### config.mk
export PLATFORM = sky130hd
export DESIGN_NAME = mipi_csi_rx_lane_deskew_flat
export DESIGN_NICKNAME = d
export VERILOG_FILES = /design/src/rtl/csi_rx_pkg.sv /design/src/rtl/mipi_csi_rx_lane_deskew_if.sv /design/src/rtl/mipi_csi_rx_lane_deskew_lane_delay.sv /design/src/rtl/mipi_csi_rx_lane_deskew.sv /design/src/flat_wrapper.sv
export SDC_FILE = /design/constraint.sdc
export NUM_CORES = 1
export LEC_CHECK = 0
export ABC_CLOCK_PERIOD_IN_PS = 2800
export BUFFER_PORTS_ARGS = -buffer_cell sky130_fd_sc_hd__buf_2
export CORE_ASPECT_RATIO = 1.2
export CORE_MARGIN = 2
export CORE_UTILIZATION = 34
export DETAILED_ROUTE_END_ITERATION = 10
export PLACE_DENSITY_LB_ADDON = 0.15
export SYNTH_ARGS = -nofsm -noshare
export SYNTH_HDL_FRONTEND = slang
export SYNTH_HIERARCHICAL = 1
export SYNTH_SLANG_ARGS = --single-unit
### constraint.sdc
create_clock -name clk_i -period 2.8 [get_ports clk_i]
set_input_delay 0.28 -clock clk_i [delete_from_list [all_inputs] [get_ports clk_i]]
set_output_delay 0.28 -clock clk_i [all_outputs]
set_load 0.01 [all_outputs]
### src/rtl/csi_rx_pkg.sv
// Shared types and constants for the CSI-2 receive lane deskew block.
package csi_rx_pkg;

  typedef enum logic [2:0] {
    ST_IDLE      = 3'd0,
    ST_ARMED     = 3'd1,
    ST_ALIGNED   = 3'd2,
    ST_DRAIN     = 3'd3,
    ST_WAIT_IDLE = 3'd4
  } deskew_state_e;

  localparam int DEF_LANES      = 4;
  localparam int DEF_LANE_WIDTH = 16;
  localparam int DEF_MAX_SKEW   = 3;

  // Ceiling log2, never below 1 so single-value fields still get a bit.
  function automatic int clog2_f(input int value);
    int res;
    res = 0;
    for (int i = 0; i < 31; i++) begin
      if ((32'sd1 <<< i) < value) begin
        res = i + 1;
      end else begin
        res = res;
      end
    end
    return (res < 1) ? 1 : res;
  endfunction

endpackage

### src/rtl/mipi_csi_rx_lane_deskew_if.sv
// Bus between the per-lane byte aligners, the deskew block and the lane-merge stage.
interface mipi_csi_rx_lane_deskew_if
  import csi_rx_pkg::*;
#(
  parameter int LANES      = DEF_LANES,
  parameter int LANE_WIDTH = DEF_LANE_WIDTH,
  parameter int MAX_SKEW   = DEF_MAX_SKEW
);
  localparam int SKEW_W = clog2_f(MAX_SKEW + 1);

  logic [LANES-1:0]            lane_mask_i;
  logic [LANES-1:0]            bytes_valid_i;
  logic [LANES*LANE_WIDTH-1:0] byte_i;
  logic                        lane_valid_o;
  logic [LANES*LANE_WIDTH-1:0] lane_byte_o;
  logic                        skew_error_o;
  logic [LANES*SKEW_W-1:0]     lane_skew_o;

  modport master (
    output lane_mask_i, bytes_valid_i, byte_i,
    input  lane_valid_o, lane_byte_o, skew_error_o, lane_skew_o
  );

  modport slave (
    input  lane_mask_i, bytes_valid_i, byte_i,
    output lane_valid_o, lane_byte_o, skew_error_o, lane_skew_o
  );

endinterface

### src/rtl/mipi_csi_rx_lane_deskew_lane_delay.sv
// One lane's {valid,data} delay line; the tapped word is registered so the
// selected tap and the data leave this module on the same clock.
module mipi_csi_rx_lane_delay #(
  parameter int LANE_WIDTH = 16,
  parameter int MAX_SKEW   = 3,
  parameter int SKEW_W     = 2
) (
  input  logic                  clk_i,
  input  logic                  reset_n_i,
  input  logic                  valid_i,
  input  logic [LANE_WIDTH-1:0] data_i,
  input  logic                  tap_load_i,
  input  logic [SKEW_W-1:0]     tap_i,
  output logic [SKEW_W-1:0]     tap_o,
  output logic                  valid_o,
  output logic [LANE_WIDTH-1:0] data_o
);

  logic [LANE_WIDTH:0] line_r [MAX_SKEW+1];
  logic [SKEW_W-1:0]   tap_r;
  logic [LANE_WIDTH:0] sel_r;

  // Shift line, tap register and tapped-word register.
  always_ff @(posedge clk_i) begin
    if (!reset_n_i) begin
      for (int i = 0; i <= MAX_SKEW; i++) begin
        line_r[i] <= '0;
      end
      tap_r <= '0;
      sel_r <= '0;
    end else begin
      line_r[0] <= {valid_i, data_i};
      for (int i = 1; i <= MAX_SKEW; i++) begin
        line_r[i] <= line_r[i-1];
      end
      tap_r <= tap_load_i ? tap_i : tap_r;
      sel_r <= line_r[tap_r];
    end
  end

  assign tap_o   = tap_r;
  assign valid_o = sel_r[LANE_WIDTH];
  assign data_o  = sel_r[LANE_WIDTH-1:0];

endmodule

### src/rtl/mipi_csi_rx_lane_deskew.sv
// Measures per-lane arrival skew at start of burst and delays early lanes so
// every enabled lane presents word 0 in the same cycle.
module mipi_csi_rx_lane_deskew
  import csi_rx_pkg::*;
#(
  parameter int LANES      = DEF_LANES,
  parameter int LANE_WIDTH = DEF_LANE_WIDTH,
  parameter int MAX_SKEW   = DEF_MAX_SKEW
) (
  input  logic clk_i,
  input  logic reset_n_i,
  mipi_csi_rx_lane_deskew_if.slave bus
);

  localparam int SKEW_W = clog2_f(MAX_SKEW + 1);
  localparam logic [SKEW_W-1:0] SKEW_LIMIT = SKEW_W'(MAX_SKEW);
  localparam int DW = LANES * LANE_WIDTH;

  deskew_state_e        state_r, state_nxt;
  logic [LANES-1:0]     mask_r, mask_nxt;
  logic [LANES-1:0]     arr_r, arr_nxt;
  logic [SKEW_W-1:0]    cnt_r, cnt_nxt, cnt_inc_s;
  logic [SKEW_W-1:0]    arrival_r [LANES];
  logic [SKEW_W-1:0]    arrival_nxt [LANES];
  logic                 prime_r, prime_nxt;
  logic                 lock_s;
  logic [SKEW_W-1:0]    tap_s [LANES];
  logic [LANES-1:0]     vm_s, new_s;
  logic                 drop_s;
  logic [LANES-1:0]     tap_valid_s;
  logic [DW-1:0]        tap_data_s;
  logic [LANES*SKEW_W-1:0] skew_s;
  logic                 aligned_and_s;
  logic                 valid_r, valid_nxt;
  logic [DW-1:0]        byte_r, byte_nxt;
  logic                 err_r, err_nxt;

  for (genvar k = 0; k < LANES; k++) begin : g_lane
    mipi_csi_rx_lane_delay #(
      .LANE_WIDTH (LANE_WIDTH),
      .MAX_SKEW   (MAX_SKEW),
      .SKEW_W     (SKEW_W)
    ) u_delay (
      .clk_i      (clk_i),
      .reset_n_i  (reset_n_i),
      .valid_i    (bus.bytes_valid_i[k]),
      .data_i     (bus.byte_i[k*LANE_WIDTH +: LANE_WIDTH]),
      .tap_load_i (lock_s),
      .tap_i      (tap_s[k]),
      .tap_o      (skew_s[k*SKEW_W +: SKEW_W]),
      .valid_o    (tap_valid_s[k]),
      .data_o     (tap_data_s[k*LANE_WIDTH +: LANE_WIDTH])
    );
  end

  assign aligned_and_s = &(tap_valid_s | ~mask_r);
  assign cnt_inc_s     = cnt_r + SKEW_W'(1);

  // Next-state, arrival tracking, tap computation and output next-values.
  always_comb begin
    state_nxt   = state_r;
    mask_nxt    = mask_r;
    arr_nxt     = arr_r;
    cnt_nxt     = cnt_r;
    arrival_nxt = arrival_r;
    prime_nxt   = prime_r;
    lock_s      = 1'b0;
    valid_nxt   = 1'b0;
    byte_nxt    = '0;
    err_nxt     = 1'b0;
    vm_s        = bus.bytes_valid_i & mask_r;
    new_s       = vm_s & ~arr_r;
    drop_s      = |(arr_r & ~vm_s);
    for (int k = 0; k < LANES; k++) begin
      tap_s[k] = '0;
    end
    case (state_r)
      ST_IDLE: begin
        mask_nxt = bus.lane_mask_i;
        vm_s     = bus.bytes_valid_i & bus.lane_mask_i;
        cnt_nxt  = '0;
        arr_nxt  = vm_s;
        for (int k = 0; k < LANES; k++) begin
          arrival_nxt[k] = '0;
        end
        if (vm_s != '0) begin
          // All enabled lanes together: zero taps, lock straight away.
          if (vm_s == bus.lane_mask_i) begin
            lock_s    = 1'b1;
            prime_nxt = 1'b1;
            state_nxt = ST_ALIGNED;
          end else begin
            state_nxt = ST_ARMED;
          end
        end else begin
          state_nxt = ST_IDLE;
        end
      end
      ST_ARMED: begin
        cnt_nxt = cnt_inc_s;
        arr_nxt = arr_r | new_s;
        for (int k = 0; k < LANES; k++) begin
          arrival_nxt[k] = new_s[k] ? cnt_inc_s : arrival_r[k];
        end
        if (drop_s) begin
          err_nxt   = 1'b1;
          state_nxt = ST_WAIT_IDLE;
        end else if ((arr_r | new_s) == mask_r) begin
          lock_s    = 1'b1;
          prime_nxt = 1'b1;
          state_nxt = ST_ALIGNED;
          for (int k = 0; k < LANES; k++) begin
            tap_s[k] = mask_r[k] ? (cnt_inc_s - (new_s[k] ? cnt_inc_s : arrival_r[k])) : '0;
          end
        end else if (cnt_inc_s >= SKEW_LIMIT) begin
          err_nxt   = 1'b1;
          state_nxt = ST_WAIT_IDLE;
        end else begin
          state_nxt = ST_ARMED;
        end
      end
      ST_ALIGNED: begin
        // First cycle after lock the tapped register still holds pre-lock data.
        if (prime_r) begin
          prime_nxt = 1'b0;
        end else if (aligned_and_s) begin
          valid_nxt = 1'b1;
          for (int k = 0; k < LANES; k++) begin
            byte_nxt[k*LANE_WIDTH +: LANE_WIDTH] =
              mask_r[k] ? tap_data_s[k*LANE_WIDTH +: LANE_WIDTH] : '0;
          end
        end else begin
          state_nxt = ST_DRAIN;
        end
      end
      ST_DRAIN, ST_WAIT_IDLE: begin
        if (vm_s == '0) begin
          state_nxt = ST_IDLE;
        end else begin
          state_nxt = state_r;
        end
      end
      default: begin
        state_nxt = ST_IDLE;
      end
    endcase
  end

  // State and output registers.
  always_ff @(posedge clk_i) begin
    if (!reset_n_i) begin
      state_r <= ST_IDLE;
      mask_r  <= '0;
      arr_r   <= '0;
      cnt_r   <= '0;
      prime_r <= 1'b0;
      valid_r <= 1'b0;
      byte_r  <= '0;
      err_r   <= 1'b0;
      for (int k = 0; k < LANES; k++) begin
        arrival_r[k] <= '0;
      end
    end else begin
      state_r   <= state_nxt;
      mask_r    <= mask_nxt;
      arr_r     <= arr_nxt;
      cnt_r     <= cnt_nxt;
      prime_r   <= prime_nxt;
      valid_r   <= valid_nxt;
      byte_r    <= byte_nxt;
      err_r     <= err_nxt;
      arrival_r <= arrival_nxt;
    end
  end

  assign bus.lane_valid_o = valid_r;
  assign bus.lane_byte_o  = byte_r;
  assign bus.skew_error_o = err_r;
  assign bus.lane_skew_o  = skew_s;

endmodule

### src/flat_wrapper.sv
// flat-port wrapper written by rule: the top's interface ports become plain ports
module mipi_csi_rx_lane_deskew_flat import csi_rx_pkg::*;
#(
  parameter int LANES      = DEF_LANES,
  parameter int LANE_WIDTH = DEF_LANE_WIDTH,
  parameter int MAX_SKEW   = DEF_MAX_SKEW
)
  (clk_i, reset_n_i, bus_lane_mask_i, bus_bytes_valid_i, bus_byte_i, bus_lane_valid_o, bus_lane_byte_o, bus_skew_error_o, bus_lane_skew_o);
  mipi_csi_rx_lane_deskew_if #(.LANES(LANES), .LANE_WIDTH(LANE_WIDTH), .MAX_SKEW(MAX_SKEW)) bus_i ();
  input  logic clk_i;
  input  logic reset_n_i;
  input wire logic [$bits(bus_i.lane_mask_i)-1:0] bus_lane_mask_i;
  input wire logic [$bits(bus_i.bytes_valid_i)-1:0] bus_bytes_valid_i;
  input wire logic [$bits(bus_i.byte_i)-1:0] bus_byte_i;
  output wire logic [$bits(bus_i.lane_valid_o)-1:0] bus_lane_valid_o;
  output wire logic [$bits(bus_i.lane_byte_o)-1:0] bus_lane_byte_o;
  output wire logic [$bits(bus_i.skew_error_o)-1:0] bus_skew_error_o;
  output wire logic [$bits(bus_i.lane_skew_o)-1:0] bus_lane_skew_o;
  assign bus_i.lane_mask_i = bus_lane_mask_i;
  assign bus_i.bytes_valid_i = bus_bytes_valid_i;
  assign bus_i.byte_i = bus_byte_i;
  assign bus_lane_valid_o = bus_i.lane_valid_o;
  assign bus_lane_byte_o = bus_i.lane_byte_o;
  assign bus_skew_error_o = bus_i.skew_error_o;
  assign bus_lane_skew_o = bus_i.lane_skew_o;
  mipi_csi_rx_lane_deskew #(.LANES(LANES), .LANE_WIDTH(LANE_WIDTH), .MAX_SKEW(MAX_SKEW)) u_core (.clk_i(clk_i), .reset_n_i(reset_n_i), .bus(bus_i));
endmodule
==> key figures <==
Outcome
  – Run status: finished clean

Final layout
  – Total Nets Final: 1520
  – Most common cell after layout, fill and taps aside: dfxtp_1
  – Util after Layout: 42.1%
  – Most frequent cells in the layout: 432 x dfxtp_1, 274 x and2_1, 146 x buf_2
  – Layout cells sized above 1: 18.2%
  – Post-route cell area: 0.0177 sq mm
  – Multi-input gate area: 0.00518 sq mm
  – Area Growth Syn to Fin: 21.7%
  – Sequential cell area: 0.00873 sq mm
  – Fillers: 4052
  – Ant. Diodes: 0

Global route
  – GRT Util Overall: 13.3%
  – Gr busiest metal: met2
  – Antenna violations before repair: 1
  – Met1 usage: 17.6%
  – Met2 GRT Util: 21.4%
  – First-pass GRT wire length: 47200 um
  – Largest net degree at the start of global routing: 197
  – Met3 GRT Util: 2.77%
  – Congestion Overflow GR: 0
  – Vias in the first global route: 8865

Timing
  – Final period util: 77.1%
  – Setup TNS: 0 ns
  – Final setup vio count: 0
  – Tmin final: 2.16 ns
  – RSZ-0062 raised after global routing: false
  – Worst-Margin Slew: 0.802 ns
  – FMAX: 463 MHz
  – Worst hold slack: 0.0784 ns
  – Final hold violation count: 0
  – Max Slew Vio Count: 0
  – Fin Clk Skew: 0.0281 ns
  – Max-slew headroom: 46.6%

Logic synthesis
  – Ys async rst share: 0%
  – Cell area after synthesis: 0.0145 sq mm
  – Yosys cell types: 50
  – Syn nets: 1321
  – Ys flop type: dfxtp_1
  – Post-synth EDFFs: 0
  – Syn_area_per_cell: 11.7 sq um
  – Seq/Total Area, Yosys: 60.1%
  – YS warnings: 6
  – Cells after synthesis: 1242
  – FF+latch count, synth: 436

Min path
  – Hold Path End: u_core/g_lane[3].u_delay/line_r[0][16]$_SDFF_PN0_
  – Worst Min Path Start: bus_bytes_valid_i[3]
  – Hold Path Stages: 2
  – Min-delay worst type: in -> reg

Power and ir drop
  – Power per cell area: 798 mW/mm^2
  – Leakage: 7.16 nW
  – Peak VDD IR: 379 uV

Route
  – Drt first-iter violations: 386
  – Detailed Routing Iterations Pass 1: 4
  – WL/cell: 14.6 um
  – Final ANT Viol Nets: 0
  – DR vias: 8931
  – Vias/cell: 4.42
  – Final wirelength: 29500 um
  – DRC viols: 0

Clocking
  – Root buf cell: clkbuf_16
  – TritonCTS clock tree: built
  – Clk_lat worst skew: 0.55 ns
  – Clock sink total: 436
  – H-Tree Depth: 2
  – TritonCTS Buffers: 45
  – # resized after CTS: 0
  – Clock buffer depth: 3
  – CTS clk-pin slew, worst paths: 0.06 ns

Floorplanning
  – Starting Density: 34.6%
  – Chip Width: 193 um
  – Die H: 230 um
  – Die area: 0.0444 sq mm
  – Site Rows: 82
  – I/O Pins: 148
  – Core area: 0.0420 sq mm

Critical path
  – Reg2reg path depth: 7
  – FF-to-FF setup slack: 0.67 ns
  – Crit end category: flop
  – R2r startpoint: u_core/mask_r[3]$_SDFFE_PN0P_
  – FF-to-FF End: u_core/g_lane[2].u_delay/tap_o[0]$_SDFFE_PN0P_
  – Crit path from: bus_lane_mask_i[0]
  – Type of the worst setup path: in -> reg
  – Worst Path Max Fanout: 5
  – CP Launch Type: input port
  – WP data arrival: 2.60 ns
  – CP required: 3.24 ns

Placement
  – Final HPWL DP: 17800 um
  – Cell Area, Placed: 0.0155 sq mm
  – GP Congestion: 0.829
  – I/O Buffers: 147

Run
  – Max Cap Viol: 0
==> cell usage after synthesis (7+ instances only) <==
master	instances	share of area (%)
o22ai_1	69	3.0
buf_6	18	1.4
nand2_1	26	0.67
dfxtp_1	436	60
o21ai_0	9	0.31
clkbuf_1	49	1.3
mux2i_1	144	9.9
a21boi_0	8	0.41
a21oi_1	7	0.24
buf_8	12	1.2
and2_1	274	12
a22oi_1	8	0.41
and3_1	65	2.8
nor2b_1	23	0.99
==> layer usage <==
metal	vias to the layer above	part of all wire (%)
li1	4566	-
met1	4166	48
met2	148	45
met3	49	4.3
met4	2	2.2
met5	-	0.037
==> what timing repair did <==
item | CTS | global route
hold buffers | 70 | 0
hold endpoints to repair | 70 | 0
setup buffers | 0 | 0
==> kinds of logic after synthesis <==
logic type | synth area share, %
mux | 10.2
compound gates | 5.77
xor+xnor | 0.483
buf+inv | 4.21
simple gates | 18.8
fa+ha+maj | 0.431
flops | 60.1
==> power by group <==
| group | internal (W) | switching (W) |
|---|---|---|
| clock | 0.00344 | 0.00235 |
| combinational | 0.000693 | 0.000964 |
| sequential | 0.00648 | 0.000178 |
==> metrics by stage <==
stage	instances	total power (W)	worst slack (ns)
after detailed placement	1870	0.00840	0.679
after global routing	2019	0.0148	0.439
final	2019	0.0141	0.642
after CTS	2019	0.0144	0.660
after global placement	1870	0.00838	0.747
after floorplan	1242	0.00787	0.716
==> layout make-up <==
| class | count | area share, % |
|---|---|---|
| sequential | 436 | 49.4 |
| tap | 546 | 3.87 |
| clock inverter | 11 | 0.489 |
| inverter | 4 | 0.0850 |
| multi-input combinational | 717 | 29.3 |
| clock buffer | 68 | 7.73 |
| timing repair buffer | 237 | 9.09 |
==> how the worst max path moves through the flow <==
| stage | depth (start not counted) | end | slack (ns) |
|---|---|---|---|
| after detailed placement | 7 | u_core/g_lane[3].u_delay/tap_o[0]$_SDFFE_PN0P_ | 0.68 |
| after floorplan | 7 | u_core/g_lane[0].u_delay/tap_o[0]$_SDFFE_PN0P_ | 0.72 |
| after global routing | 7 | u_core/g_lane[3].u_delay/tap_o[1]$_SDFFE_PN0P_ | 0.44 |
| after global placement | 7 | u_core/g_lane[3].u_delay/tap_o[0]$_SDFFE_PN0P_ | 0.75 |
| final | 9 | u_core/g_lane[3].u_delay/tap_o[1]$_SDFFE_PN0P_ | 0.64 |
| after CTS | 7 | u_core/g_lane[3].u_delay/tap_o[0]$_SDFFE_PN0P_ | 0.66 |
==> state kept, by name (all words and copies together) (netlist names) <==
register / cells
u_core/g_lane.u_delay/line_r: 272
u_core/g_lane.u_delay/sel_r: 68
u_core/bus.lane_byte_o: 64
u_core/arrival_r: 8
u_core/g_lane.u_delay/tap_o: 8
u_core/arr_r: 4
u_core/mask_r: 4
u_core/state_r: 3
u_core/cnt_r: 2
u_core/bus.lane_valid_o: 1
u_core/bus.skew_error_o: 1
u_core/prime_r: 1
==> critical path, stage by stage <==
cell	delay, ns
dlygate4sd3_1	0.57
buf_2	0.16
nor2b_1	0.12
a2111oi_0	0.55
o31ai_1	0.22
o22ai_1	0.23
buf_4	0.21
mux2i_1	0.20
nor2b_1	0.06
(Power assumes the default switching activity.)
